### src/rtl/ahb2apb_pkg.sv
// Shared widths, FSM state encoding and request payload for the AHB-to-APB bridge.
// The macro APB_PREADY_EN is not used here. It is consumed by
// apb_controller_if.sv and apb_controller.sv.
package ahb2apb_pkg;

    localparam int unsigned ADDR_W = 32;
    localparam int unsigned DATA_W = 32;
    localparam int unsigned SEL_W  = 3;

    typedef enum logic [2:0] {
        ST_IDLE    = 3'd0,
        ST_WWAIT   = 3'd1,
        ST_WSETUP  = 3'd2,
        ST_WENABLE = 3'd3,
        ST_RSETUP  = 3'd4,
        ST_RENABLE = 3'd5
    } state_e;

    // Address-phase payload held while a write waits for its data phase.
    typedef struct packed {
        logic [ADDR_W-1:0] addr;
        logic [SEL_W-1:0]  sel;
    } apb_req_t;

endpackage

### src/rtl/apb_controller_if.sv
// Bus bundle between the AHB slave front end, apb_controller and apb_interface.
//   AHB side : valid, hwrite, haddr, hwdata, tempselx -> controller;
//              hreadyout, hrdata <- controller
//   APB side : pwrite, penable, psel, paddr, pwdata <- controller;
//              prdata (and pready with APB_PREADY_EN) -> controller
// modport master : the controller (APB master sequencer).
// modport slave  : its environment (AHB front end plus APB peripheral side).
// Macro APB_PREADY_EN adds the pready wait-state input.
interface apb_controller_if;
    import ahb2apb_pkg::*;

    logic              valid;
    logic              hwrite;
    logic [ADDR_W-1:0] haddr;
    logic [DATA_W-1:0] hwdata;
    logic [SEL_W-1:0]  tempselx;
    logic [DATA_W-1:0] prdata;
`ifdef APB_PREADY_EN
    logic              pready;
`endif
    logic              pwrite;
    logic              penable;
    logic [SEL_W-1:0]  psel;
    logic [ADDR_W-1:0] paddr;
    logic [DATA_W-1:0] pwdata;
    logic              hreadyout;
    logic [DATA_W-1:0] hrdata;

    modport master (
`ifdef APB_PREADY_EN
        input  pready,
`endif
        input  valid, hwrite, haddr, hwdata, tempselx, prdata,
        output pwrite, penable, psel, paddr, pwdata, hreadyout, hrdata
    );

    modport slave (
`ifdef APB_PREADY_EN
        output pready,
`endif
        output valid, hwrite, haddr, hwdata, tempselx, prdata,
        input  pwrite, penable, psel, paddr, pwdata, hreadyout, hrdata
    );

endinterface

### src/rtl/apb_controller.sv
// APB master sequencer of the AHB2APB bridge.
// It accepts one AHB request while idle. It then runs an APB SETUP/ACCESS
// transfer and holds hreadyout low until the transfer completes.
// Ports:
//   hclk   : bridge clock, rising edge
//   hreset : asynchronous, active-high reset
//   bus    : apb_controller_if.master (AHB request/response + APB master signals)
// Macro APB_PREADY_EN: when defined, ACCESS is extended while bus.pready is low.
// When undefined, ACCESS always lasts exactly one cycle.
module apb_controller
    import ahb2apb_pkg::*;
(
    input  logic              hclk,
    input  logic              hreset,
    apb_controller_if.master  bus
);

    state_e            state_q,     state_d;
    apb_req_t          req_q,       req_d;
    logic [SEL_W-1:0]  psel_q,      psel_d;
    logic              penable_q,   penable_d;
    logic              pwrite_q,    pwrite_d;
    logic [ADDR_W-1:0] paddr_q,     paddr_d;
    logic [DATA_W-1:0] pwdata_q,    pwdata_d;
    logic [DATA_W-1:0] hrdata_q,    hrdata_d;
    logic              hreadyout_q, hreadyout_d;

    logic access_done_c;
    logic accept_c;
    logic go_idle_c;

`ifdef APB_PREADY_EN
    assign access_done_c = bus.pready;
`else
    assign access_done_c = 1'b1;
`endif

    // A request is taken only while idle and when it addresses a peripheral.
    assign accept_c = bus.valid && (bus.tempselx != '0);

    // State and registered outputs.
    always_ff @(posedge hclk or posedge hreset) begin
        if (hreset) begin
            state_q     <= ST_IDLE;
            req_q       <= '0;
            psel_q      <= '0;
            penable_q   <= 1'b0;
            pwrite_q    <= 1'b0;
            paddr_q     <= '0;
            pwdata_q    <= '0;
            hrdata_q    <= '0;
            hreadyout_q <= 1'b1;
        end else begin
            state_q     <= state_d;
            req_q       <= req_d;
            psel_q      <= psel_d;
            penable_q   <= penable_d;
            pwrite_q    <= pwrite_d;
            paddr_q     <= paddr_d;
            pwdata_q    <= pwdata_d;
            hrdata_q    <= hrdata_d;
            hreadyout_q <= hreadyout_d;
        end
    end

    // Next state plus next output values. The outputs are loaded on the edge
    // that enters the state which owns them, so they appear registered.
    always_comb begin
        state_d     = state_q;
        req_d       = req_q;
        psel_d      = psel_q;
        penable_d   = penable_q;
        pwrite_d    = pwrite_q;
        paddr_d     = paddr_q;
        pwdata_d    = pwdata_q;
        hrdata_d    = hrdata_q;
        hreadyout_d = hreadyout_q;
        go_idle_c   = 1'b0;

        case (state_q)
            ST_IDLE: begin
                if (accept_c) begin
                    req_d       = '{addr: bus.haddr, sel: bus.tempselx};
                    hreadyout_d = 1'b0;
                    if (bus.hwrite) begin
                        state_d = ST_WWAIT;
                    end else begin
                        // Reads skip the data wait, so SETUP is driven straight from the bus.
                        state_d   = ST_RSETUP;
                        psel_d    = bus.tempselx;
                        paddr_d   = bus.haddr;
                        pwrite_d  = 1'b0;
                        penable_d = 1'b0;
                    end
                end
            end
            ST_WWAIT: begin
                // hwdata arrives in the AHB data phase, one cycle after the address.
                pwdata_d  = bus.hwdata;
                psel_d    = req_q.sel;
                paddr_d   = req_q.addr;
                pwrite_d  = 1'b1;
                penable_d = 1'b0;
                state_d   = ST_WSETUP;
            end
            ST_WSETUP: begin
                penable_d = 1'b1;
                state_d   = ST_WENABLE;
            end
            ST_WENABLE: begin
                go_idle_c = access_done_c;
            end
            ST_RSETUP: begin
                penable_d = 1'b1;
                state_d   = ST_RENABLE;
            end
            ST_RENABLE: begin
                if (access_done_c) begin
                    hrdata_d = bus.prdata;
                end
                go_idle_c = access_done_c;
            end
            default: begin
                go_idle_c = 1'b1;
            end
        endcase

        // paddr and pwdata keep their last values across idle.
        if (go_idle_c) begin
            state_d     = ST_IDLE;
            psel_d      = '0;
            penable_d   = 1'b0;
            pwrite_d    = 1'b0;
            hreadyout_d = 1'b1;
        end
    end

    assign bus.psel      = psel_q;
    assign bus.penable   = penable_q;
    assign bus.pwrite    = pwrite_q;
    assign bus.paddr     = paddr_q;
    assign bus.pwdata    = pwdata_q;
    assign bus.hrdata    = hrdata_q;
    assign bus.hreadyout = hreadyout_q;

endmodule

### src/flat_wrapper.sv
// flat-port wrapper written by rule: the top's interface ports become plain ports
module apb_controller_flat import ahb2apb_pkg::*;
  (hclk, hreset, bus_valid, bus_hwrite, bus_haddr, bus_hwdata, bus_tempselx, bus_prdata, bus_pwrite, bus_penable, bus_psel, bus_paddr, bus_pwdata, bus_hreadyout, bus_hrdata);
  apb_controller_if bus_i ();
  input  logic hclk;
  input  logic hreset;
  input wire logic [$bits(bus_i.valid)-1:0] bus_valid;
  input wire logic [$bits(bus_i.hwrite)-1:0] bus_hwrite;
  input wire logic [$bits(bus_i.haddr)-1:0] bus_haddr;
  input wire logic [$bits(bus_i.hwdata)-1:0] bus_hwdata;
  input wire logic [$bits(bus_i.tempselx)-1:0] bus_tempselx;
  input wire logic [$bits(bus_i.prdata)-1:0] bus_prdata;
  output wire logic [$bits(bus_i.pwrite)-1:0] bus_pwrite;
  output wire logic [$bits(bus_i.penable)-1:0] bus_penable;
  output wire logic [$bits(bus_i.psel)-1:0] bus_psel;
  output wire logic [$bits(bus_i.paddr)-1:0] bus_paddr;
  output wire logic [$bits(bus_i.pwdata)-1:0] bus_pwdata;
  output wire logic [$bits(bus_i.hreadyout)-1:0] bus_hreadyout;
  output wire logic [$bits(bus_i.hrdata)-1:0] bus_hrdata;
  assign bus_i.valid = bus_valid;
  assign bus_i.hwrite = bus_hwrite;
  assign bus_i.haddr = bus_haddr;
  assign bus_i.hwdata = bus_hwdata;
  assign bus_i.tempselx = bus_tempselx;
  assign bus_i.prdata = bus_prdata;
  assign bus_pwrite = bus_i.pwrite;
  assign bus_penable = bus_i.penable;
  assign bus_psel = bus_i.psel;
  assign bus_paddr = bus_i.paddr;
  assign bus_pwdata = bus_i.pwdata;
  assign bus_hreadyout = bus_i.hreadyout;
  assign bus_hrdata = bus_i.hrdata;
  apb_controller u_core (.hclk(hclk), .hreset(hreset), .bus(bus_i));
endmodule
### config.mk
export PLATFORM = sky130hd
export DESIGN_NAME = apb_controller_flat
export DESIGN_NICKNAME = d
export VERILOG_FILES = /design/src/rtl/ahb2apb_pkg.sv /design/src/rtl/apb_controller_if.sv /design/src/rtl/apb_controller.sv /design/src/flat_wrapper.sv
export SDC_FILE = /design/constraint.sdc
export NUM_CORES = 1
export LEC_CHECK = 0
export CAP_MARGIN = 20
export CELL_PAD_IN_SITES_DETAIL_PLACEMENT = 1
export CELL_PAD_IN_SITES_GLOBAL_PLACEMENT = 1
export CORE_MARGIN = 5
export CORE_UTILIZATION = 35
export DETAILED_ROUTE_END_ITERATION = 10
export PLACE_DENSITY = 0.87
export SYNTH_ARGS = -nofsm -noshare
export SYNTH_HDL_FRONTEND = slang
export SYNTH_SLANG_ARGS = --single-unit
### constraint.sdc
create_clock -name hclk -period 10.7 [get_ports hclk]
set_input_delay 2.14 -clock hclk [delete_from_list [all_inputs] [get_ports hclk]]
set_output_delay 2.14 -clock hclk [all_outputs]
set_load 0.03 [all_outputs]
==> flow_summary.toml, run 1 <==
[synthesis]
syn_nets = 614
synth_top_area_cell = "dfrtp_1"
synthDistinctLibCells = 32
syn_avg_cell_area_um2 = 11.7
synth-main-ff-cell = "dfrtp_1"
ys_seq_area_frac = 0.587
ys_ff_latch = 140
yosys-top-cells-count = "139 x dfrtp_1, 131 x nand2_1, 51 x mux2_2, 33 x o311ai_0"
syn_inst = 511
async_flop_share = 1.00
yosysMostFrequentCell = "dfrtp_1"
synth-edff-count = 0
yosys_warnings = 0
syn_area_um2 = 5970
synth_top_area_frac = 0.583
synth.area.top_cells = "dfrtp_1 58%, mux2_2 9.6%, nand2_1 8.2%"

[setup_path]
worst_setup_path_end_kind = "register"
path_class = "primary input to register"
reg2reg_slack_ns = 8.43
cp.arrival_ns = 4.61
r2r_end = "u_core.req_q[4]"
rr_worst_depth = 2
cp-start-kind = "primary input"
crit_family = "simple AND/OR/NAND/NOR gates"
critPathBufInv = 2
r2r_start = "u_core.state_q[1]"
max_stage_delay_ns = 1.02
cp_slowest_cell = "or4_2"
required_ns = 10.99
cp_cell_sequence = "clkdlybuf4s50_1 -> o31ai_4 -> buf_4 -> or4_2 -> mux2_4"
path_max_fanout = 37

[clock_network]
cts_resized = 0
numClockSinks = 140
clk_latency_ns = 0.41
clock-root-buffer = "clkbuf_16"
cts_tree = "built"
clock_path_buffers = 2
hold_buffers = 0
htreeDepth = 4
postCtsSetupRepairBufs = 0
clk_pin_slew_ns = 0.06
cts_buffers = 17

[sta]
final.setup.tns_ns = 0
min_period_ns = 4.32
finalSetupViolCount = 0
finalWorstSetupSlack_ns = 6.38
tightest_slew_ns = 0.944
hold_slack_ns = 0.479
drv_slew = 0
relSlewSlack = 0.371
fin_worst_skew_ns = 0.00975
fmax_ghz = 0.231
min_period_over_period = 0.404
rsz0062_at_grt = "false"
finalHoldViolCount = 0

[global_routing]
grt_usage = 0.187
grt_pass1_vias = 5467
grt_pass1_wl_um = 29900
grt-ovfl-total = 0
grt_start_max_net_pins = 97
antenna_found_initial = 0

[power]
leakagePower_nw = 3.81
p_per_area_nw_per_um2 = 347
p_int_mw = 1.85
power.switching_mw = 1.20
peakVddDrop_mv = 0.151
p_sw_frac = 0.394
clkPwrFrac = 0.209
power_mw = 3.05
seqPwrFrac = 0.316
p_comb_frac = 0.475

[routing]
drc_errors = 0
postRouteAntennaNets = 0
vias = 4833
firstDrtPassIters = 5
drtIter0Drc = 137
wirelength_um = 18200
avgRoutedWirePerCell_um = 19.5
routed_via_density = 5.19

[placed_design]
place_inst = 898
portBuffers = 204
place_hpwl_um = 12500
gp_congestion = 0.752
place_ws_ns = 5.97

[flow_run]
maxCapViolCount = 0

[die]
coreArea_um2 = 16600
die_width_um = 141
std_cell_rows = 47
io_pins = 205
initial_core_util = 0.358
die-area_um2 = 19800
die_y_um = 141

[final_layout]
fill_cells = 1741
diodes = 0
nets = 801
final-instance-count-excl-fill = 931
syn2layout_area_growth_pct = 47.4
drive_gt1_frac = 0.167

[status]
status = "finished, final reports clean"

[hold_path]
min_path_type = "register to register"
hold_depth = 2
hold_end = "u_core.bus.pwdata[0]"
min_from = "u_core.bus.pwdata[0]"
[cells by family after synthesis]
| logic type | count (synthesis) | share of synthesized area |
|---|---|---|
| and+or+nand+nor | 208 | 0.159 |
| DFF | 140 | 0.587 |
| AOI/OAI and AO/OA | 45 | 0.0646 |
| muxes | 71 | 0.147 |
| buffers and inverters | 46 | 0.0405 |
| xor gates and xnor gates | 1 | 0.00147 |
[power by group through the flow]
stage               registers [mW]  clock network, mW  logic (mW)
floorplan                     1.30                  0       0.530
global placement             0.949                  0        1.39
detailed placement           0.969                  0        1.45
CTS                          0.966              0.653        1.46
global route                 0.997              0.678        1.54
finish                       0.964              0.639        1.45
[final cells by class]
| class | instances | area, µm² | share of cell area |
|---|---|---|---|
| clock buffer | 20 | 447 | 0.0508 |
| clock inverter | 12 | 194 | 0.0220 |
| inverter | 1 | 8.76 | 0.000996 |
| multi-input combinational | 325 | 2240 | 0.254 |
| sequential | 140 | 3500 | 0.398 |
| tap | 220 | 275 | 0.0313 |
| timing repair buffer | 213 | 2130 | 0.242 |
[worst reg2reg max path, stage by stage (launching register included)]
cell and delay (ns):
dfrtp_1 0.55, or4_2 1.15, mux2_4 0.46
[registers in the layout (all words and copies together) (netlist names)]
register and count:
u_core.bus.hrdata 32, u_core.bus.psel 3, u_core.bus.pwrite 1, u_core.state_q 3
u_core.req_q 35, u_core.bus.pwdata 32, u_core.bus.hreadyout 1, u_core.bus.paddr 32
u_core.bus.penable 1
[layer usage]
layer / vias to the layer above / part of all wire / track usage
met1: 2434 / 0.42 / 0.229
met4: 0 / 0.019 / 0.0663
met5: - / 0 / 0
met2: 180 / 0.51 / 0.318
li1: 2184 / - / -
met3: 35 / 0.058 / 0.0511
[metrics by stage]
stage / utilization / instance area, µm²
CTS: 0.527 / 8770
global route: 0.529 / 8800
detailed placement: 0.488 / 8130
finish: 0.529 / 8800
global placement: 0.488 / 8130
floorplan: - / 5970
[cells in the final DEF, fill, tap and decap left out, types with 2 or more instances in the layout]
master           synthesis  layout
clkdlybuf4s50_1          0     204
dfrtp_1                139     139
nand2_1                131     131
mux2_2                  51      51
o311ai_0                33      33
nand4_1                 32      32
nand3_1                 32      32
mux2_4                  20      20
clkbuf_16                0      17
buf_4                    0       8
nor2_1                   5       5
bufinv_16                0       5
clkinv_2                 0       4
a22o_1                   3       3
a21oi_1                  2       2
o21ai_0                  2       2
clkinvlp_4               0       2
clkbuf_1                23       2
[worst max-delay path by stage]
stage | start | to | slack (ns) | depth (start not counted)
global route | bus_valid | u_core.req_q[4] | 6.35 | 5
detailed placement | bus_valid | u_core.req_q[19] | 5.97 | 5
CTS | bus_valid | u_core.req_q[19] | 6.41 | 5
floorplan | hreset | u_core.bus.hrdata[0] | 4.81 | 1
finish | bus_valid | u_core.req_q[4] | 6.38 | 5
global placement | bus_valid | u_core.req_q[16] | 6.00 | 5
Note: power is estimated with default switching activity, not from simulation.
==> run 2, diff against run 1 <==
- CORE_UTILIZATION: 35 -> 32
- PLACE_DENSITY: 0.87 -> 0.84
- clock period: 10.7 -> 3.6 ns (I/O delays scaled with it)
==> flow_summary.toml, run 2 (same netlist as run 1, synthesis figures left out) <==
[status]
status = "finished, final reports clean"

[setup_path]
cp-start-kind = "primary input"
cp_cell_sequence = "clkdlybuf4s50_1 -> o31ai_4 -> or4_2 -> mux2_2"
cp_slowest_cell = "or4_2"
required_ns = 3.90
path_max_fanout = 26
worst_setup_path_end_kind = "register"
crit_family = "simple AND/OR/NAND/NOR gates"
path_class = "primary input to register"
critPathBufInv = 1
cp.arrival_ns = 2.87
max_stage_delay_ns = 0.99

[clock_network]
postCtsSetupRepairBufs = 0
hold_buffers = 0
clk_latency_ns = 0.42
cts_tree = "built"
clk_pin_slew_ns = 0.06
htreeDepth = 4
clock_path_buffers = 2
cts_buffers = 17
numClockSinks = 140
clock-root-buffer = "clkbuf_16"
cts_resized = 0

[routing]
vias = 4771
drc_errors = 0
drtIter0Drc = 143
firstDrtPassIters = 4
routed_via_density = 5.04
wirelength_um = 18800
postRouteAntennaNets = 0
avgRoutedWirePerCell_um = 19.8

[final_layout]
nets = 803
largest_reg_flops = 35
final-instance-count-excl-fill = 947
diodes = 0
final_cell_mix = "204 x clkdlybuf4s50_1, 139 x dfrtp_1, 131 x nand2_1, 51 x mux2_2, 33 x o311ai_0"
drive_gt1_frac = 0.171
syn2layout_area_growth_pct = 47.3
top_register = "u_core.req_q"
layout_commonest_cell = "clkdlybuf4s50_1"

[die]
coreArea_um2 = 18500
io_pins = 205
die_width_um = 147
initial_core_util = 0.322
die_y_um = 147
std_cell_rows = 50
die-area_um2 = 21500

[sta]
fin_worst_skew_ns = 0.00882
hold_slack_ns = 0.471
finalHoldViolCount = 0
finalSetupViolCount = 0
min_period_ns = 2.57
final.setup.tns_ns = 0
min_period_over_period = 0.714
drv_slew = 0
tightest_slew_ns = 0.867
relSlewSlack = 0.422
rsz0062_at_grt = "false"
fmax_ghz = 0.389

[flow_run]
maxCapViolCount = 0

[placed_design]
place_hpwl_um = 12600
gp_congestion = 0.751
portBuffers = 204
place_inst = 915

[global_routing]
grt_pass1_wl_um = 29900
grt_usage = 0.175
antenna_found_initial = 2
grt_pass1_vias = 5196
grt-ovfl-total = 0
grt_start_max_net_pins = 70

[power]
p_per_area_nw_per_um2 = 1020
peakVddDrop_mv = 0.383
leakagePower_nw = 3.80

[hold_path]
min_path_type = "register to register"
## run 2: final timing paths
check	startpoint	end	slack [ns]	cells past startpoint
min in group asynchronous	hreset	u_core.bus.hrdata[24]	0.76	2
worst max-delay path	bus_tempselx[0]	u_core.req_q[25]	1.03	4
worst max register to register	u_core.state_q[1]	u_core.req_q[25]	1.27	2
worst min register to register	u_core.bus.pwdata[9]	u_core.bus.pwdata[9]	0.47	2
max in group asynchronous	hreset	u_core.bus.paddr[12]	2.06	3
worst min-delay path	u_core.bus.pwdata[9]	u_core.bus.pwdata[9]	0.47	2
## run 2: metal layers
| metal | wire length [µm] | vias to the layer above | share of wire | track usage |
|---|---|---|---|---|
| li1 | - | 2193 | - | - |
| met1 | 8370 | 2408 | 0.45 | 0.222 |
| met2 | 9160 | 144 | 0.49 | 0.295 |
| met3 | 929 | 22 | 0.050 | 0.0441 |
| met4 | 268 | 4 | 0.014 | 0.0517 |
| met5 | 21 | - | 0.0011 | 0 |
## run 2: power by group
part	internal (mW)	switching, mW	leakage [nW]	total [mW]
Clock	1.10	0.688	0.296	1.79
Sequential	2.38	0.481	1.69	2.86
Combinational	1.86	2.41	1.82	4.27
Total	5.34	3.58	3.80	8.92
## run 2: area by class of cell
type	count	area (µm²)
Clock inverter	13	150
Multi-Input combinational cell	325	2240
Inverter	1	7.51
Timing Repair Buffer	215	2150
Clock buffer	19	443
Sequential cell	140	3500
Fill cell	1953	9730
Tap cell	234	293
## run 2: metrics by stage
step	power, mW	setup WS (ns)	util	instance area (µm²)
global route	9.39	0.967	0.474	8780
CTS	9.02	1.03	0.474	8780
global placement	7.03	0.625	0.442	8190
finish	8.92	1.03	0.474	8780
floorplan	5.44	1.13	-	5970
detailed placement	7.19	0.584	0.442	8190
## run 2: worst min-delay path, stage by stage (launching register included)
cell and delay (ns):
dfrtp_1 0.34, nand2_1 0.05, nand2_1 0.05
